$ cat config.mk
export PLATFORM = sky130hd
export DESIGN_NAME = cpu_run_monitor
export DESIGN_NICKNAME = d
export VERILOG_FILES = /design/src/rtl/cpu_run_monitor_pkg.sv /design/src/rtl/cpu_run_monitor_fifo.sv /design/src/rtl/cpu_run_monitor.sv
export SDC_FILE = /design/constraint.sdc
export NUM_CORES = 1
export LEC_CHECK = 0
export BUFFER_PORTS_ARGS = -buffer_cell sky130_fd_sc_hd__buf_4
export CELL_PAD_IN_SITES_DETAIL_PLACEMENT = 0
export CELL_PAD_IN_SITES_GLOBAL_PLACEMENT = 1
export CORE_MARGIN = 2
export CORE_UTILIZATION = 47
export DETAILED_ROUTE_END_ITERATION = 16
export PLACE_DENSITY = 0.86
export SYNTH_ARGS = -nofsm -noshare
export SYNTH_HDL_FRONTEND = slang
export SYNTH_HIERARCHICAL = 1
export SYNTH_SLANG_ARGS = --single-unit
$ cat constraint.sdc
create_clock -name i_clk -period 4.95 [get_ports i_clk]
set_input_delay 0.495 -clock i_clk [delete_from_list [all_inputs] [get_ports i_clk]]
set_output_delay 0.495 -clock i_clk [all_outputs]
set_load 0.02 [all_outputs]
$ cat src/rtl/cpu_run_monitor_pkg.sv
// Shared types and helpers for the cpu run monitor: run-state encoding,
// default widths matching the cpu, and a saturating increment.
package cpu_run_monitor_pkg;

  typedef enum logic [1:0] {
    IDLE    = 2'd0,
    RUN     = 2'd1,
    HALTED  = 2'd2,
    TIMEOUT = 2'd3
  } run_state_t;

  localparam int CPU_DATA_W = 64;
  localparam int CPU_CNT_W  = 32;

  // Counters up to 64 bits share this helper; callers pass their own ceiling.
  localparam int SAT_W = 64;

  function automatic logic [SAT_W-1:0] sat_inc(input logic [SAT_W-1:0] value,
                                               input logic [SAT_W-1:0] max_value);
    return (value >= max_value) ? value : value + 64'd1;
  endfunction

endpackage

$ cat src/rtl/cpu_run_monitor_fifo.sv
// Synchronous show-ahead FIFO; head is 0 while empty. Pointers carry one
// extra wrap bit so full/empty/level fall out of a subtraction.
module mon_fifo #(
  parameter int DATA_W = 64,
  parameter int DEPTH  = 16
) (
  input  logic                     i_clk,
  input  logic                     i_reset,
  input  logic                     i_flush,
  input  logic                     i_push,
  input  logic [DATA_W-1:0]        i_push_data,
  input  logic                     i_pop,
  output logic [DATA_W-1:0]        o_head,
  output logic                     o_full,
  output logic                     o_empty,
  output logic [$clog2(DEPTH):0]   o_level
);

  localparam int AW = $clog2(DEPTH);

  logic [DATA_W-1:0] r_mem [DEPTH];
  logic [AW:0]       r_wr_ptr;
  logic [AW:0]       r_rd_ptr;
  logic              w_pop_ok;
  logic              w_push_ok;

  assign o_level  = r_wr_ptr - r_rd_ptr;
  assign o_empty  = (r_wr_ptr == r_rd_ptr);
  assign o_full   = (r_wr_ptr[AW] != r_rd_ptr[AW]) &&
                    (r_wr_ptr[AW-1:0] == r_rd_ptr[AW-1:0]);

  // A pop frees the slot in the same edge, so a full FIFO still accepts a push alongside it.
  assign w_pop_ok  = i_pop && !o_empty;
  assign w_push_ok = i_push && (!o_full || w_pop_ok);

  assign o_head = o_empty ? '0 : r_mem[r_rd_ptr[AW-1:0]];

  always_ff @(posedge i_clk) begin
    if (i_reset || i_flush) begin
      r_wr_ptr <= '0;
      r_rd_ptr <= '0;
    end else begin
      if (w_push_ok) r_wr_ptr <= r_wr_ptr + 1'b1;
      if (w_pop_ok)  r_rd_ptr <= r_rd_ptr + 1'b1;
    end
  end

  always_ff @(posedge i_clk) begin
    if (!i_reset && !i_flush && w_push_ok)
      r_mem[r_wr_ptr[AW-1:0]] <= i_push_data;
  end

endmodule

$ cat src/rtl/cpu_run_monitor.sv
// Run controller beside the cpu: sequences start -> halt/timeout, counts
// RUN cycles and output strobes, and buffers output words for later draining.
module cpu_run_monitor #(
  parameter int DATA_W  = cpu_run_monitor_pkg::CPU_DATA_W,
  parameter int DEPTH   = 16,
  parameter int CNT_W   = cpu_run_monitor_pkg::CPU_CNT_W,
  parameter int TIMEOUT = 100000
) (
  input  logic                     i_clk,
  input  logic                     i_reset,
  input  logic                     i_start,
  input  logic                     i_cpu_halt,
  input  logic                     i_cpu_out_signal,
  input  logic [DATA_W-1:0]        i_cpu_out_data,
  input  logic                     i_rd_en,
  output logic [DATA_W-1:0]        o_rd_data,
  output logic                     o_rd_valid,
  output logic [$clog2(DEPTH):0]   o_fifo_level,
  output logic                     o_running,
  output logic                     o_done,
  output logic                     o_timed_out,
  output logic                     o_overflow,
  output logic [CNT_W-1:0]         o_cycle_count,
  output logic [CNT_W-1:0]         o_out_count,
  output logic [CNT_W-1:0]         o_drop_count
);

  import cpu_run_monitor_pkg::*;

  localparam logic [SAT_W-1:0] CNT_MAX = {SAT_W{1'b1}} >> (SAT_W - CNT_W);
  localparam logic [CNT_W-1:0] TO_LAST = (TIMEOUT > 0) ? CNT_W'(TIMEOUT - 1) : '0;

  run_state_t       r_state;
  run_state_t       w_next_state;
  logic [CNT_W-1:0] r_cycle_count;
  logic [CNT_W-1:0] r_out_count;
  logic [CNT_W-1:0] r_drop_count;
  logic             r_overflow;

  logic w_in_run;
  logic w_timeout_hit;
  logic w_strobe;
  logic w_pop;
  logic w_push;
  logic w_drop;
  logic w_fifo_full;
  logic w_fifo_empty;

  // start acts as a flush: it masks capture and pop for the cycle it is seen.
  assign w_in_run      = (r_state == RUN);
  assign w_timeout_hit = (TIMEOUT != 0) && (r_cycle_count == TO_LAST);
  assign w_strobe      = w_in_run && i_cpu_out_signal && !i_start;
  assign w_pop         = i_rd_en && !w_fifo_empty && !i_start;
  assign w_drop        = w_strobe && w_fifo_full && !w_pop;
  assign w_push        = w_strobe && !w_drop;

  always_ff @(posedge i_clk) begin
    if (i_reset) r_state <= IDLE;
    else         r_state <= w_next_state;
  end

  always_comb begin
    w_next_state = r_state;
    if (i_start) begin
      w_next_state = RUN;
    end else if (r_state == RUN) begin
      if (i_cpu_halt)         w_next_state = HALTED;
      else if (w_timeout_hit) w_next_state = cpu_run_monitor_pkg::TIMEOUT;
    end
  end

  always_comb begin
    o_running   = (r_state == RUN);
    o_done      = (r_state == HALTED);
    o_timed_out = (r_state == cpu_run_monitor_pkg::TIMEOUT);
  end

  always_ff @(posedge i_clk) begin
    if (i_reset || i_start) begin
      r_cycle_count <= '0;
      r_out_count   <= '0;
      r_drop_count  <= '0;
      r_overflow    <= 1'b0;
    end else if (w_in_run) begin
      r_cycle_count <= CNT_W'(sat_inc(SAT_W'(r_cycle_count), CNT_MAX));
      if (w_strobe) r_out_count <= CNT_W'(sat_inc(SAT_W'(r_out_count), CNT_MAX));
      if (w_drop) begin
        r_drop_count <= CNT_W'(sat_inc(SAT_W'(r_drop_count), CNT_MAX));
        r_overflow   <= 1'b1;
      end
    end
  end

  assign o_cycle_count = r_cycle_count;
  assign o_out_count   = r_out_count;
  assign o_drop_count  = r_drop_count;
  assign o_overflow    = r_overflow;
  assign o_rd_valid    = !w_fifo_empty;

  mon_fifo #(
    .DATA_W (DATA_W),
    .DEPTH  (DEPTH)
  ) u_fifo (
    .i_clk       (i_clk),
    .i_reset     (i_reset),
    .i_flush     (i_start),
    .i_push      (w_push),
    .i_push_data (i_cpu_out_data),
    .i_pop       (w_pop),
    .o_head      (o_rd_data),
    .o_full      (w_fifo_full),
    .o_empty     (w_fifo_empty),
    .o_level     (o_fifo_level)
  );

endmodule

# == Yosys cells after proc, flatten, opt, wreduce, memory -nomap -nowiden ==
# Memory sizes are Yosys's and may differ from the RTL's. A register that Yosys moved wholly into a read port is not among the register bits.
# Cells that the tools add are included.
# word_totals
input_bits,70
mem_bits_rw,1024
elab_cells,67
n_memories,1
output_inout_bits,170
register_bits,109
# memory_table
memory,words,word_bits,read_ports,rd_ports_with_merged_regs,write_ports,line_no,source
u_fifo.r_mem,16,64,1,1,1,cpu_run_monitor_fifo.sv:21,logic [DATA_W-1:0] r_mem [DEPTH];
# classes
bitwise_logic,3
n_addsub,6
n_lt_le_gt_ge,3
n_eq_ne,7
muxes,9
n_reduce_logical,30
# ops
op,count
$add A32 B1 Y32 const B,3
$ge A32 B32 Y1 const B,3
$mux W64,1
$eq A32 B17 Y1 const B,1
$logic_and A1 B1 Y1,12
$add A5 B1 Y5 const B,2
$mux W4,2
$reduce_and A2 Y1,4
$logic_not A1 Y1,6
$reduce_and A3 Y1,2
$eq A5 B5 Y1,1
$sub A5 B5 Y5,1
$eq A2 B2 Y1 const B,2
$eq A4 B4 Y1,1
$mux W1,4
$mux W2,2
$reduce_bool A2 Y1,2
$not A1 Y1,3
$reduce_bool A3 Y1,1
$eq A2 B1 Y1 const B,1
$logic_or A1 B1 Y1,2
$reduce_or A2 Y1,1
$ne A1 B1 Y1,1

# == Longest topological paths before layout ==
# logic_depth
depth_word,12
ltp_mapped,12
ltp_nobuf,10

# == Modules after synthesis ==
# The synthesis kept the hierarchy.
# by_module_without_submodules
module,instances,seq_area_each_um2,cells_each,area_per_inst_um2
mon_fifo,1,31029.8,2006,40074.7
cpu_run_monitor,1,1981.9,619,5051.1

# == Worst setup path after synthesis ==
# Ideal clock, no wire load.
# synth_path
path_type,reg-to-reg
from,reg u_fifo.r_wr_ptr[0]
to,"mem u_fifo.r_mem[12][0], enable pin"
required_ns,4.463
stages_incl_launch_ff,11
period_less_slack_ns,5.369
path_buffers,1
setup_time_ns,0.487
setup_slack_ns,-0.419
arrival_ns,4.882
path_cell_list,dfxtp_1 -> inv_1 -> ha_1 -> nand4_1 -> nor2_2 -> clkbuf_1 -> nand2b_1 -> nor2_1 -> o31a_1 -> nand2_1 -> nor2_1
# synth_via
elab_chain_len,12
elab_cells_between_ends,18
classes_between,2 x eq/ne; 2 x mux; 14 x reduce/logical
# synth_lines
element,line_no,source
from (decl),cpu_run_monitor_fifo.sv:22,logic [AW:0] r_wr_ptr;
from (signal assigned),cpu_run_monitor_fifo.sv:43,if (w_push_ok) r_wr_ptr <= r_wr_ptr + 1'b1;
$eq A5 B5 Y1 *,cpu_run_monitor_fifo.sv:28,assign o_empty = (r_wr_ptr == r_rd_ptr);
net w_fifo_empty,cpu_run_monitor.sv:47,logic w_fifo_empty;
$logic_not A1 Y1 *,cpu_run_monitor.sv:53,assign w_pop = i_rd_en && !w_fifo_empty && !i_start;
$logic_and A1 B1 Y1 * (2 in series),cpu_run_monitor.sv:53,
net w_pop,cpu_run_monitor.sv:43,logic w_pop;
$logic_not A1 Y1,cpu_run_monitor.sv:54,assign w_drop = w_strobe && w_fifo_full && !w_pop;
$logic_and A1 B1 Y1,cpu_run_monitor.sv:54,
$logic_not A1 Y1,cpu_run_monitor.sv:55,assign w_push = w_strobe && !w_drop;
$logic_and A1 B1 Y1,cpu_run_monitor.sv:55,
$logic_and A1 B1 Y1 *,cpu_run_monitor_fifo.sv:34,assign w_push_ok = i_push && (!o_full || w_pop_ok);
$logic_and A1 B1 Y1 *,cpu_run_monitor_fifo.sv:49,if (!i_reset && !i_flush && w_push_ok)
$mux W1 *,cpu_run_monitor_fifo.sv:49,
$mux W1 (implied by the code) *,cpu_run_monitor_fifo.sv:50,r_mem[r_wr_ptr[AW-1:0]] <= i_push_data;
to (decl),cpu_run_monitor_fifo.sv:21,
# The timed path passes the listed nets; every way through them passes the cells marked *.

# == Worst setup path after layout ==
# layout_path
from,reg u_fifo.r_wr_ptr[0]
to,out o_rd_data[6]
# layout_via
elab_chain_len,2
# layout_lines
element,line_no,source
$eq A5 B5 Y1,cpu_run_monitor_fifo.sv:28,
net w_fifo_empty,cpu_run_monitor.sv:47,
$mux W64,cpu_run_monitor_fifo.sv:36,assign o_head = o_empty ? '0 : r_mem[r_rd_ptr[AW-1:0]];
to (decl),cpu_run_monitor.sv:16,"output logic [DATA_W-1:0] o_rd_data,"
# The timed path passes the listed nets, and every way through them passes these cells.

==> impl_results.md <==
- Place WS: 929 ps
- Largest net degree at the start of global routing: 154
- Yosys top cell area share: 68.1%
- Syn nets: 2708
- Syn Std Cell Area: 0.0451 mm²
- Die width: 314 µm
- Total Wirelength: 109000 µm
- Die ar.: 0.0985 mm²
- Clock network power share: 45.1%
- Top_reg_cell synth: edfxtp_1
- Pleak: 16.1 nW
- CP Buf/Inv Count: 4
- Pins Over Slew Limit: 0
- Dpl hpwl: 64900 µm
- Slew margin rel.: 14.6%
- Flop pwr share: 53.6%
- Crit-path max FO: 44
- Synth top area cells: edfxtp_1, mux2i_1, mux4_2
- Post-cts resize count: 0
- DP Area: 0.0486 mm²
- Kind of end point of the critical path: output pin
- Fin util: 55.1%
- IO Port Bufs: 239
- Asr flop ratio synth: 0%
- Vias: 25645
- Initial Util: 47.5%
- Reg2Reg Depth: 10
- Netlist cell types: 67
- Row Count: 113
- Fin crit period: 4270 ps
- Synthesized flop and latch total: 1137
- Sw Ratio: 19.6%
- P&R area growth vs syn: 16.1%
- Critical path data arrival time: 3780 ps
- I/O pin cnt: 240
- Pre-antenna DRT Iters: 5
- GR Overflow Total: 0
- Clock transition at path regs: 60 ps
- Die H: 314 µm
- Hold Crit Depth: 1
- WL/cell: 25.7 µm
- Fin. Hold Viols: 0
- Max Fclk: 234 MHz
- Most frequent CP cell: buf_4
- Final setup TNS: 0 ps
- Power Internal: 15.7 mW
- Delay-heaviest family, CP: buffers and inverters
- Combinational Power Share: 1.3%
- Clock Path Buffers: 3
- Fill count: 7198
- Pwr dens: 372 mW/mm²
- Seq/Total Area, Yosys: 73.2%
- Final Cell Area: 0.0524 mm²
- Clock tree sinks: 1137
- Vias per cell: 6.05
- Most numerous cell in the Yosys netlist: edfxtp_1
- DRC Markers: 0
- Fin cells: 4240
- Cts bufs inserted: 109
- GRT Total Usage: 21.8%
- CTS root buffer: clkbuf_16
- Max IR drop VDD: 0.000334 V
- First-pass GRT wire length: 162000 µm
- HP Class: in2reg
- Status: completed
- Flip-flop and latch area: 0.0330 mm²
- Startpoint type of the worst setup path: flop
- Mapped Cells: 2625
- Worst path depth: 9
- Tcrit/Tclk final: 86.3%
- Vias in the first global route: 25915
- Required @ worst endpoint: 4450 ps
- YS warnings: 6
- CTS tree: yes
- Slowest-stage cell, CP: o32ai_1
- DP Cell Count: 4035
- Cell taking the most area after synthesis: edfxtp_1
- Fin nets: 2964
- Final ANT Viol Nets: 0
- Core box area: 0.0950 mm²
- PnR worst setup slack: 678 ps
- CTS Hold Bufs: 0
- Slew @ Worst Pin: 1270 ps
- RSZ-0062 raised after global routing: false
- Crit path largest cell delay: 660 ps
- Initial antenna violation count: 1
- Layout cells sized above 1: 22.0%
- EDFF count, synth: 1024
- Final hold slack: 99.1 ps
- Area of the multi-input gates: 0.0115 mm²
- # setup viols final: 0
- Initial DRC Count: 2485
- Syn avg cell area: 17.2 µm²
- H-tree depth: 3
- Max-Cap Viols: 0
- Cells along the critical path: inv_1 > ha_1 > nand4_1 > nor2_4 > buf_4 > or2_1 > buf_4 > o32ai_1 > buf_4
- Kind of critical path: reg2out
- Final Wtd Congestion: 0.845
- Postcts setup bufs: 0
- Most common library cells after synthesis: edfxtp_1, mux2i_1, a22oi_1
- Clock Latency Late Sink: 700 ps
- Worst Skew: 30.9 ps
- Switching component of the power: 3.82 mW
- Power, Total: 19.5 mW
-- per-layer routing --
metal	vias up	global-route usage (%)	part of all wire, %
li1	11123	-	-
met3	218	3.48	6.9
met1	13165	28.6	39
met5	-	0	0
met4	0	8.04	3.5
met2	1139	36.7	50
-- final cells by class --
type / count / area share, %
clock buffer: 122 / 5.30
multi-input combinational: 1320 / 21.9
sequential: 1137 / 63.1
clock inverter: 82 / 1.99
tap: 1265 / 3.02
antenna: 1 / 0.00478
timing repair buffer: 290 / 4.52
inverter: 23 / 0.165
-- cells in the final DEF, fill, tap and decap left out, types with 18 or more instances in the layout --
cell type / count
mux2_2: 46
or4_1: 20
clkinv_1: 27
clkinv_2: 19
clkbuf_16: 109
o31ai_1: 20
nand4_1: 26
dfxtp_1: 109
nand2_1: 89
mux2i_1: 312
a22oi_1: 126
nor2_1: 67
a21oi_1: 115
o32ai_1: 21
o21ai_0: 38
buf_4: 275
edfxtp_1: 1024
nor2_4: 18
mux4_2: 105
a211oi_1: 42
nand3_1: 38
or3_1: 62
o22ai_1: 23
inv_1: 23
bufinv_16: 21
-- final timing paths --
check / startpoint / end / slack (ps)
worst max-delay path: u_fifo/r_wr_ptr[0] / o_rd_data[6] / 680
worst min-delay path: i_cpu_out_data[6] / u_fifo/r_mem[11][6] / 100
worst max register to register: u_fifo/r_wr_ptr[0] / u_fifo/r_mem[4][52] / 890
worst min register to register: o_out_count[31] / o_out_count[31] / 500
-- power by group through the flow --
| stage | logic [mW] | registers, mW | clock network [mW] |
|---|---|---|---|
| 2_1_floorplan | 0.0539 | 10.7 | 0 |
| 3_3_place_gp | 0.241 | 10.7 | 0 |
| 3_5_place_dp | 0.257 | 10.7 | 0 |
| 4_1_cts | 0.257 | 10.4 | 8.92 |
| 5_1_grt | 0.277 | 10.4 | 9.29 |
| 6_report | 0.254 | 10.4 | 8.79 |
-- flip-flops by register name, indices dropped and copies added (netlist names), named ones only --
signal	flops
o_out_count	32
u_fifo/r_wr_ptr	5
o_overflow	1
u_fifo/r_rd_ptr	5
o_drop_count	32
r_state	2
u_fifo/r_mem	1024
o_cycle_count	32
-- logic make-up after synthesis --
| logic type | count (synthesis) | synth area share (%) |
|---|---|---|
| flip-flops | 1137 | 73.2 |
| multiplexers | 463 | 13.3 |
| AO/OA/AOI/OAI | 425 | 6.31 |
| AND/OR/NAND/NOR | 398 | 4.70 |
| buffers and inverters | 168 | 1.73 |
| XOR/XNOR | 21 | 0.424 |
| adder cells (fa/ha/maj) | 13 | 0.377 |
Power figures use the tool's default switching activity.
